### config.mk
export PLATFORM = sky130hd
export DESIGN_NAME = edge_io_burst_ctrl
export DESIGN_NICKNAME = d
export VERILOG_FILES = /design/src/rtl/edge_io_pkg.sv /design/src/rtl/edge_window_pad.sv /design/src/rtl/edge_io_burst_ctrl.sv
export SDC_FILE = /design/constraint.sdc
export NUM_CORES = 1
export LEC_CHECK = 0
export CAP_MARGIN = 20
export CORE_ASPECT_RATIO = 1.2
export CORE_UTILIZATION = 35
export DETAILED_ROUTE_END_ITERATION = 8
export PLACE_DENSITY = 0.55
export SLEW_MARGIN = 20
export SYNTH_ARGS = -nofsm -noshare
export SYNTH_HDL_FRONTEND = slang
export SYNTH_SLANG_ARGS = --single-unit
### constraint.sdc
create_clock -name clk -period 12.8 [get_ports clk]
set_input_delay 3.84 -clock clk [delete_from_list [all_inputs] [get_ports clk]]
set_output_delay 3.84 -clock clk [all_outputs]
set_load 0.02 [all_outputs]
### src/rtl/edge_io_pkg.sv
// Shared types and sizing helpers for the edge-detect memory I/O engine.
package edge_io_pkg;

    typedef enum logic [2:0] {
        IDLE,
        WRITE,
        READ,
        PAD,
        DONE
    } state_e;

    localparam int RD_MAX_DEF = 20;
    localparam int WR_MAX_DEF = 10;

    // Bits needed to hold any length from 0 up to and including max_len.
    function automatic int len_w(input int max_len);
        return $clog2(max_len + 1);
    endfunction

endpackage

### src/rtl/edge_window_pad.sv
// RD_MAX-pixel staging window: single-slot load per cycle, plus a one-cycle
// border replication that fills the unread slots from the nearest real pixel.
module edge_window_pad
    import edge_io_pkg::*;
#(
    parameter int PIX_W  = 8,
    parameter int RD_MAX = RD_MAX_DEF,
    parameter int LEN_W  = len_w(RD_MAX)
) (
    input  logic                    clk,
    input  logic                    n_rst,
    input  logic                    load_en,
    input  logic [LEN_W-1:0]        load_slot,
    input  logic [PIX_W-1:0]        load_data,
    input  logic                    pad_en,
    input  logic                    pad_left,
    input  logic [LEN_W-1:0]        len,
    output logic [RD_MAX*PIX_W-1:0] stage_nxt
);

    logic [RD_MAX*PIX_W-1:0] stage_q;
    logic [RD_MAX*PIX_W-1:0] stage_d;
    logic [PIX_W-1:0]        fill;

    // NOTE: every variable gets a default at the top of the block, so no path
    // leaves it unassigned and no latch is inferred.
    always_comb begin
        stage_d = stage_q;
        fill    = '0;
        if (load_en) begin
            stage_d[int'(load_slot)*PIX_W +: PIX_W] = load_data;
        end
        if (pad_en) begin
            fill = pad_left ? stage_q[(RD_MAX - int'(len))*PIX_W +: PIX_W]
                            : stage_q[(int'(len) - 1)*PIX_W +: PIX_W];
            for (int i = 0; i < RD_MAX; i++) begin
                if (pad_left ? (i < RD_MAX - int'(len)) : (i >= int'(len))) begin
                    stage_d[i*PIX_W +: PIX_W] = fill;
                end
            end
        end
    end

    // NOTE: the window is only RD_MAX pixels of flops, so it is reset like any
    // other register; a reset mid-burst must not leave stale pixels behind.
    always_ff @(posedge clk or negedge n_rst) begin
        if (!n_rst) begin
            stage_q <= '0;
        end else begin
            stage_q <= stage_d;
        end
    end

    // The controller captures the post-edge window on the edge entering DONE.
    assign stage_nxt = stage_d;

endmodule

### src/rtl/edge_io_burst_ctrl.sv
// Burst controller: drains a write block to memory, then fetches and
// border-pads the next read window, one pixel per mem_ack handshake.
module edge_io_burst_ctrl
    import edge_io_pkg::*;
#(
    parameter int ADDR_W = 32,
    parameter int PIX_W  = 8,
    parameter int RD_MAX = RD_MAX_DEF,
    parameter int WR_MAX = WR_MAX_DEF,
    parameter int LEN_W  = len_w((RD_MAX > WR_MAX) ? RD_MAX : WR_MAX)
) (
    input  logic                    clk,
    input  logic                    n_rst,
    input  logic                    req_start,
    input  logic [ADDR_W-1:0]       rd_addr,
    input  logic [LEN_W-1:0]        rd_len,
    input  logic                    pad_left,
    input  logic [ADDR_W-1:0]       wr_addr,
    input  logic [LEN_W-1:0]        wr_len,
    input  logic [WR_MAX*PIX_W-1:0] wr_data,
    output logic                    busy,
    output logic                    done,
    output logic                    err_len,
    output logic [RD_MAX*PIX_W-1:0] rd_data,
    output logic [ADDR_W-1:0]       mem_addr,
    output logic                    mem_rd,
    output logic                    mem_wr,
    output logic [PIX_W-1:0]        mem_wdata,
    input  logic [PIX_W-1:0]        mem_rdata,
    input  logic                    mem_ack
);

    localparam logic [LEN_W-1:0] RD_MAX_L = LEN_W'(RD_MAX);
    localparam logic [LEN_W-1:0] WR_MAX_L = LEN_W'(WR_MAX);

    state_e                  state_q, state_d;
    logic [LEN_W-1:0]        cnt_q, cnt_d;
    logic [ADDR_W-1:0]       rd_addr_q, rd_addr_d;
    logic [ADDR_W-1:0]       wr_addr_q, wr_addr_d;
    logic [LEN_W-1:0]        rd_len_q, rd_len_d;
    logic [LEN_W-1:0]        wr_len_q, wr_len_d;
    logic                    pad_left_q, pad_left_d;
    logic [WR_MAX*PIX_W-1:0] wr_buf_q, wr_buf_d;
    logic                    err_len_q, err_len_d;
    logic [RD_MAX*PIX_W-1:0] rd_data_q, rd_data_d;

    logic [LEN_W-1:0]        rd_len_c, wr_len_c;
    logic                    load_en, pad_en;
    logic [LEN_W-1:0]        load_slot;
    logic [RD_MAX*PIX_W-1:0] stage_nxt;

    edge_window_pad #(
        .PIX_W  (PIX_W),
        .RD_MAX (RD_MAX),
        .LEN_W  (LEN_W)
    ) u_window (
        .clk       (clk),
        .n_rst     (n_rst),
        .load_en   (load_en),
        .load_slot (load_slot),
        .load_data (mem_rdata),
        .pad_en    (pad_en),
        .pad_left  (pad_left_q),
        .len       (rd_len_q),
        .stage_nxt (stage_nxt)
    );

    assign rd_len_c = (rd_len > RD_MAX_L) ? RD_MAX_L : rd_len;
    assign wr_len_c = (wr_len > WR_MAX_L) ? WR_MAX_L : wr_len;
    // Left padding right-aligns the fetched pixels so the replicated border sits in the low slots.
    assign load_slot = pad_left_q ? (cnt_q + RD_MAX_L - rd_len_q) : cnt_q;

    always_comb begin
        state_d    = state_q;
        cnt_d      = cnt_q;
        rd_addr_d  = rd_addr_q;
        wr_addr_d  = wr_addr_q;
        rd_len_d   = rd_len_q;
        wr_len_d   = wr_len_q;
        pad_left_d = pad_left_q;
        wr_buf_d   = wr_buf_q;
        err_len_d  = err_len_q;
        rd_data_d  = rd_data_q;
        load_en    = 1'b0;
        pad_en     = 1'b0;
        mem_addr   = '0;
        mem_rd     = 1'b0;
        mem_wr     = 1'b0;
        mem_wdata  = '0;

        unique case (state_q)
            IDLE: begin
                if (req_start) begin
                    rd_addr_d  = rd_addr;
                    wr_addr_d  = wr_addr;
                    rd_len_d   = rd_len_c;
                    wr_len_d   = wr_len_c;
                    pad_left_d = pad_left;
                    wr_buf_d   = wr_data;
                    err_len_d  = (rd_len > RD_MAX_L) || (wr_len > WR_MAX_L);
                    cnt_d      = '0;
                    state_d    = (wr_len_c != '0) ? WRITE
                               : (rd_len_c != '0) ? READ : DONE;
                end
            end
            WRITE: begin
                mem_wr    = 1'b1;
                mem_addr  = wr_addr_q + ADDR_W'(cnt_q);
                mem_wdata = wr_buf_q[int'(cnt_q)*PIX_W +: PIX_W];
                if (mem_ack) begin
                    if (cnt_q == wr_len_q - LEN_W'(1)) begin
                        cnt_d   = '0;
                        state_d = (rd_len_q != '0) ? READ : DONE;
                    end else begin
                        cnt_d = cnt_q + LEN_W'(1);
                    end
                end
            end
            READ: begin
                mem_rd   = 1'b1;
                mem_addr = rd_addr_q + ADDR_W'(cnt_q);
                if (mem_ack) begin
                    load_en = 1'b1;
                    if (cnt_q == rd_len_q - LEN_W'(1)) begin
                        cnt_d   = '0;
                        state_d = (rd_len_q < RD_MAX_L) ? PAD : DONE;
                    end else begin
                        cnt_d = cnt_q + LEN_W'(1);
                    end
                end
            end
            PAD: begin
                pad_en  = 1'b1;
                state_d = DONE;
            end
            DONE: begin
                state_d = IDLE;
            end
            default: state_d = IDLE;
        endcase

        // Only a burst that actually fetched pixels updates the visible window.
        if (state_d == DONE && (state_q == READ || state_q == PAD)) begin
            rd_data_d = stage_nxt;
        end
    end

    // NOTE: sequential state uses non-blocking assignments so every flop
    // samples pre-edge values regardless of process ordering.
    always_ff @(posedge clk or negedge n_rst) begin
        if (!n_rst) begin
            state_q    <= IDLE;
            cnt_q      <= '0;
            rd_addr_q  <= '0;
            wr_addr_q  <= '0;
            rd_len_q   <= '0;
            wr_len_q   <= '0;
            pad_left_q <= 1'b0;
            wr_buf_q   <= '0;
            err_len_q  <= 1'b0;
            rd_data_q  <= '0;
        end else begin
            state_q    <= state_d;
            cnt_q      <= cnt_d;
            rd_addr_q  <= rd_addr_d;
            wr_addr_q  <= wr_addr_d;
            rd_len_q   <= rd_len_d;
            wr_len_q   <= wr_len_d;
            pad_left_q <= pad_left_d;
            wr_buf_q   <= wr_buf_d;
            err_len_q  <= err_len_d;
            rd_data_q  <= rd_data_d;
        end
    end

    assign busy    = (state_q != IDLE);
    assign done    = (state_q == DONE);
    assign err_len = err_len_q;
    assign rd_data = rd_data_q;

endmodule

Word level (Yosys, flattened, before mapping)
Cells that the tools add are included.
- add/sub/neg operators: 10
- magnitude comparators: 43
- eq/ne operators: 10
- shift-type cells: 5
- mux-type cells: 70
- reduce and logical (&&, ||, !) cells: 11
- operators with widths (operator ; count):
    160-bit 2-to-1 mux ; 2
    160-bit by 32-bit indexed part select with 8-bit output ; 2
    5-bit by 32-bit less-than comparator with 1-bit output (first input constant) ; 8
    8-bit 2-to-1 mux ; 22
    160-bit bitwise mux ; 1
    8-bit by 33-bit variable shift with 160-bit output (first input constant) ; 1
    8-bit by 33-bit indexed part select with 160-bit output ; 1
    4-bit by 32-bit less-than comparator with 1-bit output (first input constant) ; 4
    6-bit by 32-bit less-than comparator with 1-bit output (first input constant) ; 4
    80-bit by 9-bit indexed part select with 8-bit output ; 1
    32-bit by 5-bit adder with 32-bit output ; 2
    3-bit by 32-bit less-than comparator with 1-bit output (first input constant) ; 2
    32-bit one-hot mux with 2 select lines ; 1
    4-bit by 5-bit greater-or-equal comparator with 1-bit output (first input constant) ; 8
    5-bit 2-to-1 mux ; 8
    8-bit negation with 33-bit output ; 1
    1-bit by 32-bit less-than comparator with 1-bit output (first input constant) ; 1
    2-bit by 32-bit less-than comparator with 1-bit output (first input constant) ; 1
    3-bit 2-to-1 mux ; 9
    1-bit 2-to-1 mux ; 25
    3-bit by 5-bit greater-or-equal comparator with 1-bit output (first input constant) ; 4
    5-bit greater-or-equal comparator (first input constant) ; 4
    5-bit one-hot mux with 3 select lines ; 1
    5-bit nonzero test ; 3
    other kinds (23) ; 33
- flip-flop bits (word level): 484
- input bits: 167
- output and inout bits: 205

Logic depth before layout (Yosys ltp)
- word-level depth: 9
- gate-level depth with buffers: 23

Hierarchy
From an unflattened synthesis, not the netlist that was laid out.
- cells, all modules: 2508
- area, all modules: 27383.8 µm²
- by module, submodules not included (module ; instances ; cells each ; area an instance (µm²) ; seq. area each (µm²)):
    edge_io_burst_ctrl ; 1 ; 1422 ; 15399.8 ; 8107.8
    edge_window_pad ; 1 ; 1086 ; 11984.0 ; 4003.8

Least setup slack after synthesis
Ideal clock, no wire load.
- path type: register -> output
- from: register state_q[2]
- to: output port mem_addr[26]
- arrival: 3971 ps
- setup slack: 4989 ps
- cell stages (with the launch flop): 19
- buffers on the path: 4
- path through: dfrtp_1 -> buf_6 -> or3b_1 -> buf_6 -> inv_2 -> clkbuf_1 -> clkbuf_1 -> nand2_1 -> nand2_1 -> ha_1 -> inv_1 -> fa_1 -> nor2b_1 -> o31a_1 -> o22ai_1 -> nor3_4 -> nand3_1 -> xor2_1 -> o22ai_1
- longest elaborated chain between the ends: 2
- elaborated cells on any way between the ends: 3
- classes of those cells: eq/ne: 2; mux: 1
- ends and longest elaborated chain (element ; line ; source):
    start: declaration ; edge_io_burst_ctrl.sv:36 ; state_e state_q, state_d;
    start signal: assignment ; edge_io_burst_ctrl.sv:163 ; state_q <= state_d;
    3-bit by 2-bit equality test with 1-bit output or 3-bit by 1-bit equality test with 1-bit output (tied branches) ; edge_io_burst_ctrl.sv:91 ; unique case (state_q)
    32-bit one-hot mux with 2 select lines (*) ; edge_io_burst_ctrl.sv:91 ;
    end: declaration ; edge_io_burst_ctrl.sv:25 ; output logic [ADDR_W-1:0] mem_addr,
Mark *: on every way between the ends. The rest lies on a longest branch, timed or not.

Worst setup path in the final report
- from: register state_q[0]
- to: output port mem_addr[13]
The elaborated chain is that of the path after synthesis.

==> flow_metrics.tcl <==
set metrics [dict create \
    layout-drive-gt1-share_pct 13.43 \
    avgRoutedWirePerCell_microns 24.03 \
    postCtsSetupBuffers 0 \
    worstPathRequired_ns 8.96 \
    crit_type "reg2out" \
    hold_viol 0 \
    vdd_drop_max_uv 173.6 \
    max_slew_margin_pct 20.27 \
    grt_usage_pct 23.97 \
    insertion_delay_ns 0.63 \
    yosysTopAreaCell "dfrtp_1" \
    cp_max_fo 50 \
    synth_cell_types 99 \
    cts_max_level 2 \
    clock_path_buffers 3 \
    use_met3_pct 4.969 \
    rsz0062_at_grt "false" \
    outcome "finished, final reports clean" \
    drt_iter0_drc 1723 \
    grt_pass1_vias 21730 \
    ant_nets 0 \
    async_flop_share_pct 100.0 \
    clock.fmax_ghz 0.1117 \
    r2r_setup_slack_ns 6.59 \
    seq_area_frac_synth_pct 46.65 \
    synth.top_cells.by_area "dfrtp_1 47%, mux2i_1 9.3%, nand2_1 7.6%" \
    path_clk_slew_ns 0.06 \
    met1_usage_pct 30.65 \
    area_growth_pct 24.86 \
    crit_end "mem_addr[13]" \
    setup_viol 0 \
    cp_num_buf_inv 2 \
    grt_antenna_before_repair 1 \
    use_met2_pct 40.15 \
    avgSynthCellArea_sq_um 10.38 \
    leakagePower_uw 0.01407 \
    dpl.hpwl_microns 63950 \
    ctsHoldBuffers 0 \
    io_buffers 371 \
    vias 21100 \
    synth_edf_count 0 \
    cp_cell_sequence "or3b_2 -> buf_4 -> nand2_1 -> nand2_1 -> ha_1 -> a211oi_1 -> o21bai_1 -> a21oi_1 -> nor3_2 -> a31oi_1 -> a21oi_1 -> a31oi_1 -> clkdlybuf4s50_1" \
    period_share_pct 69.95 \
    post-route-util_pct 44.10 \
    io_pins 372 \
    grt_max_degree 154 \
    grt.busiest_layer "met2" \
    reg2reg_depth 16 \
    p_per_area_nw_per_um2 313.6 \
    startpoint_type "flip-flop" \
    startpoint "state_q[0]$_DFF_PN0_" \
    cpLargestDelayFamily "compound AO/OA/AOI/OAI gates" \
    synthFlopType "dfrtp_1" \
    maxCapViolCount 0 \
    cts_resized 0 \
    synth_nets 2690 \
    maxSlewViolCount 0 \
    die_h_microns 300.3 \
    route.detailed.drc 0 \
    yosys-top-cells-count "524 x nand2_1, 484 x dfrtp_1, 242 x mux2i_1" \
    min_from "wr_buf_q[8]$_DFFE_PN0P_" \
    rows 109 \
    synth_area_sq_um 25960 \
    drtPass1Iterations 5 \
    worst_pin_slew_ns 1.187 \
    yosysTopAreaCellShare_pct 46.65 \
    die_w_microns 250.6 \
    grt_overflow_total 0 \
    crit_slowest_cell "a21oi_1" \
    cts_tree "built" \
    clock_sinks 484 \
    ys_ff_latch 484 \
    finalSetupTns_ns 0 \
    initial_core_util_pct 35.32 \
    dpl.cell_count 3671 \
    coreArea_sq_um 73510 \
    cts_root_buffer "clkbuf_16" \
    r2r_start "rd_len_q[1]$_DFFE_PN0P_" \
    grt_pass1_wl_microns 138100 \
    arrival_ns 5.11 \
    endpoint_kind "primary output" \
    fin_skew_ns 0.03517 \
    finalNonFillerCells 3773 \
    nets 2973 \
    cp.depth 13 \
    drt-total-wl_microns 90660 \
    hold_class "reg2reg" \
    finalCriticalPeriod_ns 8.954 \
    synth.most_common_cell "nand2_1" \
    postSynthCellCount 2501 \
    vias_per_cell 5.592 \
    cts_inserted_buffers 53 \
    gp_congestion 0.8777 \
    die-area_sq_um 75270 \
    slowest_delay_ns 0.78 \
    r2r-end "u_window.stage_q[118]$_DFF_PN0_" \
    yosys_warnings 0 \
]
[worst min-delay path by stage]
stage | endpoint | slack [ns] | cells past startpoint
floorplan | wr_addr_q[14]$_DFFE_PN0P_ | 0.44 | 2
global placement | wr_buf_q[11]$_DFFE_PN0P_ | 0.46 | 2
detailed placement | wr_buf_q[11]$_DFFE_PN0P_ | 0.46 | 2
CTS | rd_addr_q[4]$_DFFE_PN0P_ | 0.48 | 2
global route | wr_buf_q[73]$_DFFE_PN0P_ | 0.49 | 2
finish | wr_buf_q[8]$_DFFE_PN0P_ | 0.47 | 2
[tightest hold or removal path: cells and delay by family (launching register included)]
family | cells | cell delay (ns)
flip-flops | 1 | 0.34
AND/OR/NAND/NOR | 2 | 0.10
[power by group]
group	total (uW)	leakage (uW)	internal, uW	switching (uW)
logic	5750	0.00713	2200	3550
registers	2770	0.00603	2250	523
clock network	1650	0.000918	972	674
total	10200	0.0141	5420	4750
[per-layer routing]
layer / vias up / wire (microns) / part of all wire (%)
met5: - / 0 / 0
met3: 146 / 6531 / 7.2
met1: 10640 / 37080 / 41
met2: 828 / 43860 / 48
met4: 0 / 3175 / 3.5
li1: 9485 / - / -
[cells by family after synthesis]
group	share of synthesized area [%]
simple gates	15.60
flops	46.65
fa+ha+maj	1.118
buf+inv	3.745
xor+xnor	2.092
compound gates	12.37
mux	18.43
[final cells by class]
type                    count  area, sq um
diodes                      1        2.502
clock buffers              72         1508
clock inverters            28        379.1
fillers                  6931        41090
inverters                  28        105.1
multi-input cells        1797        13020
flip-flops and latches    484        12110
well taps                 943         1180
repair buffers            420         4111
[flip-flops by register name (all words and copies together), names as in the netlist]
register	cells
wr_len_q	5
rd_len_q	5
rd_addr_q	32
err_len	1
cnt_q	5
state_q	3
rd_data	160
u_window.stage_q	160
wr_addr_q	32
pad_left_q	1
wr_buf_q	80
[cell usage in the layout (no fill, tap or decap), drive strengths merged, types with 31 or more instances in the layout]
master,n
a21oi,118
nand2,528
clkdlybuf4s50,370
buf,50
mux4,56
nor3,31
nor2,137
mux2,75
o22ai,32
clkbuf,72
dfrtp,484
o21ai,54
nand3,54
a221oi,87
xor2,32
mux2i,260
[per-stage QoR]
stage	hold slack (ns)	setup WS [ns]	cell area, sq um	power, uW
floorplan	0.4401	4.989	25960	6285
global placement	0.4551	4.588	30490	8420
detailed placement	0.4594	4.472	30490	8497
CTS	0.4767	3.831	32380	10190
global route	0.4926	3.488	32410	10750
finish	0.4699	3.846	32410	10170
Power figures use the tool's default switching activity.
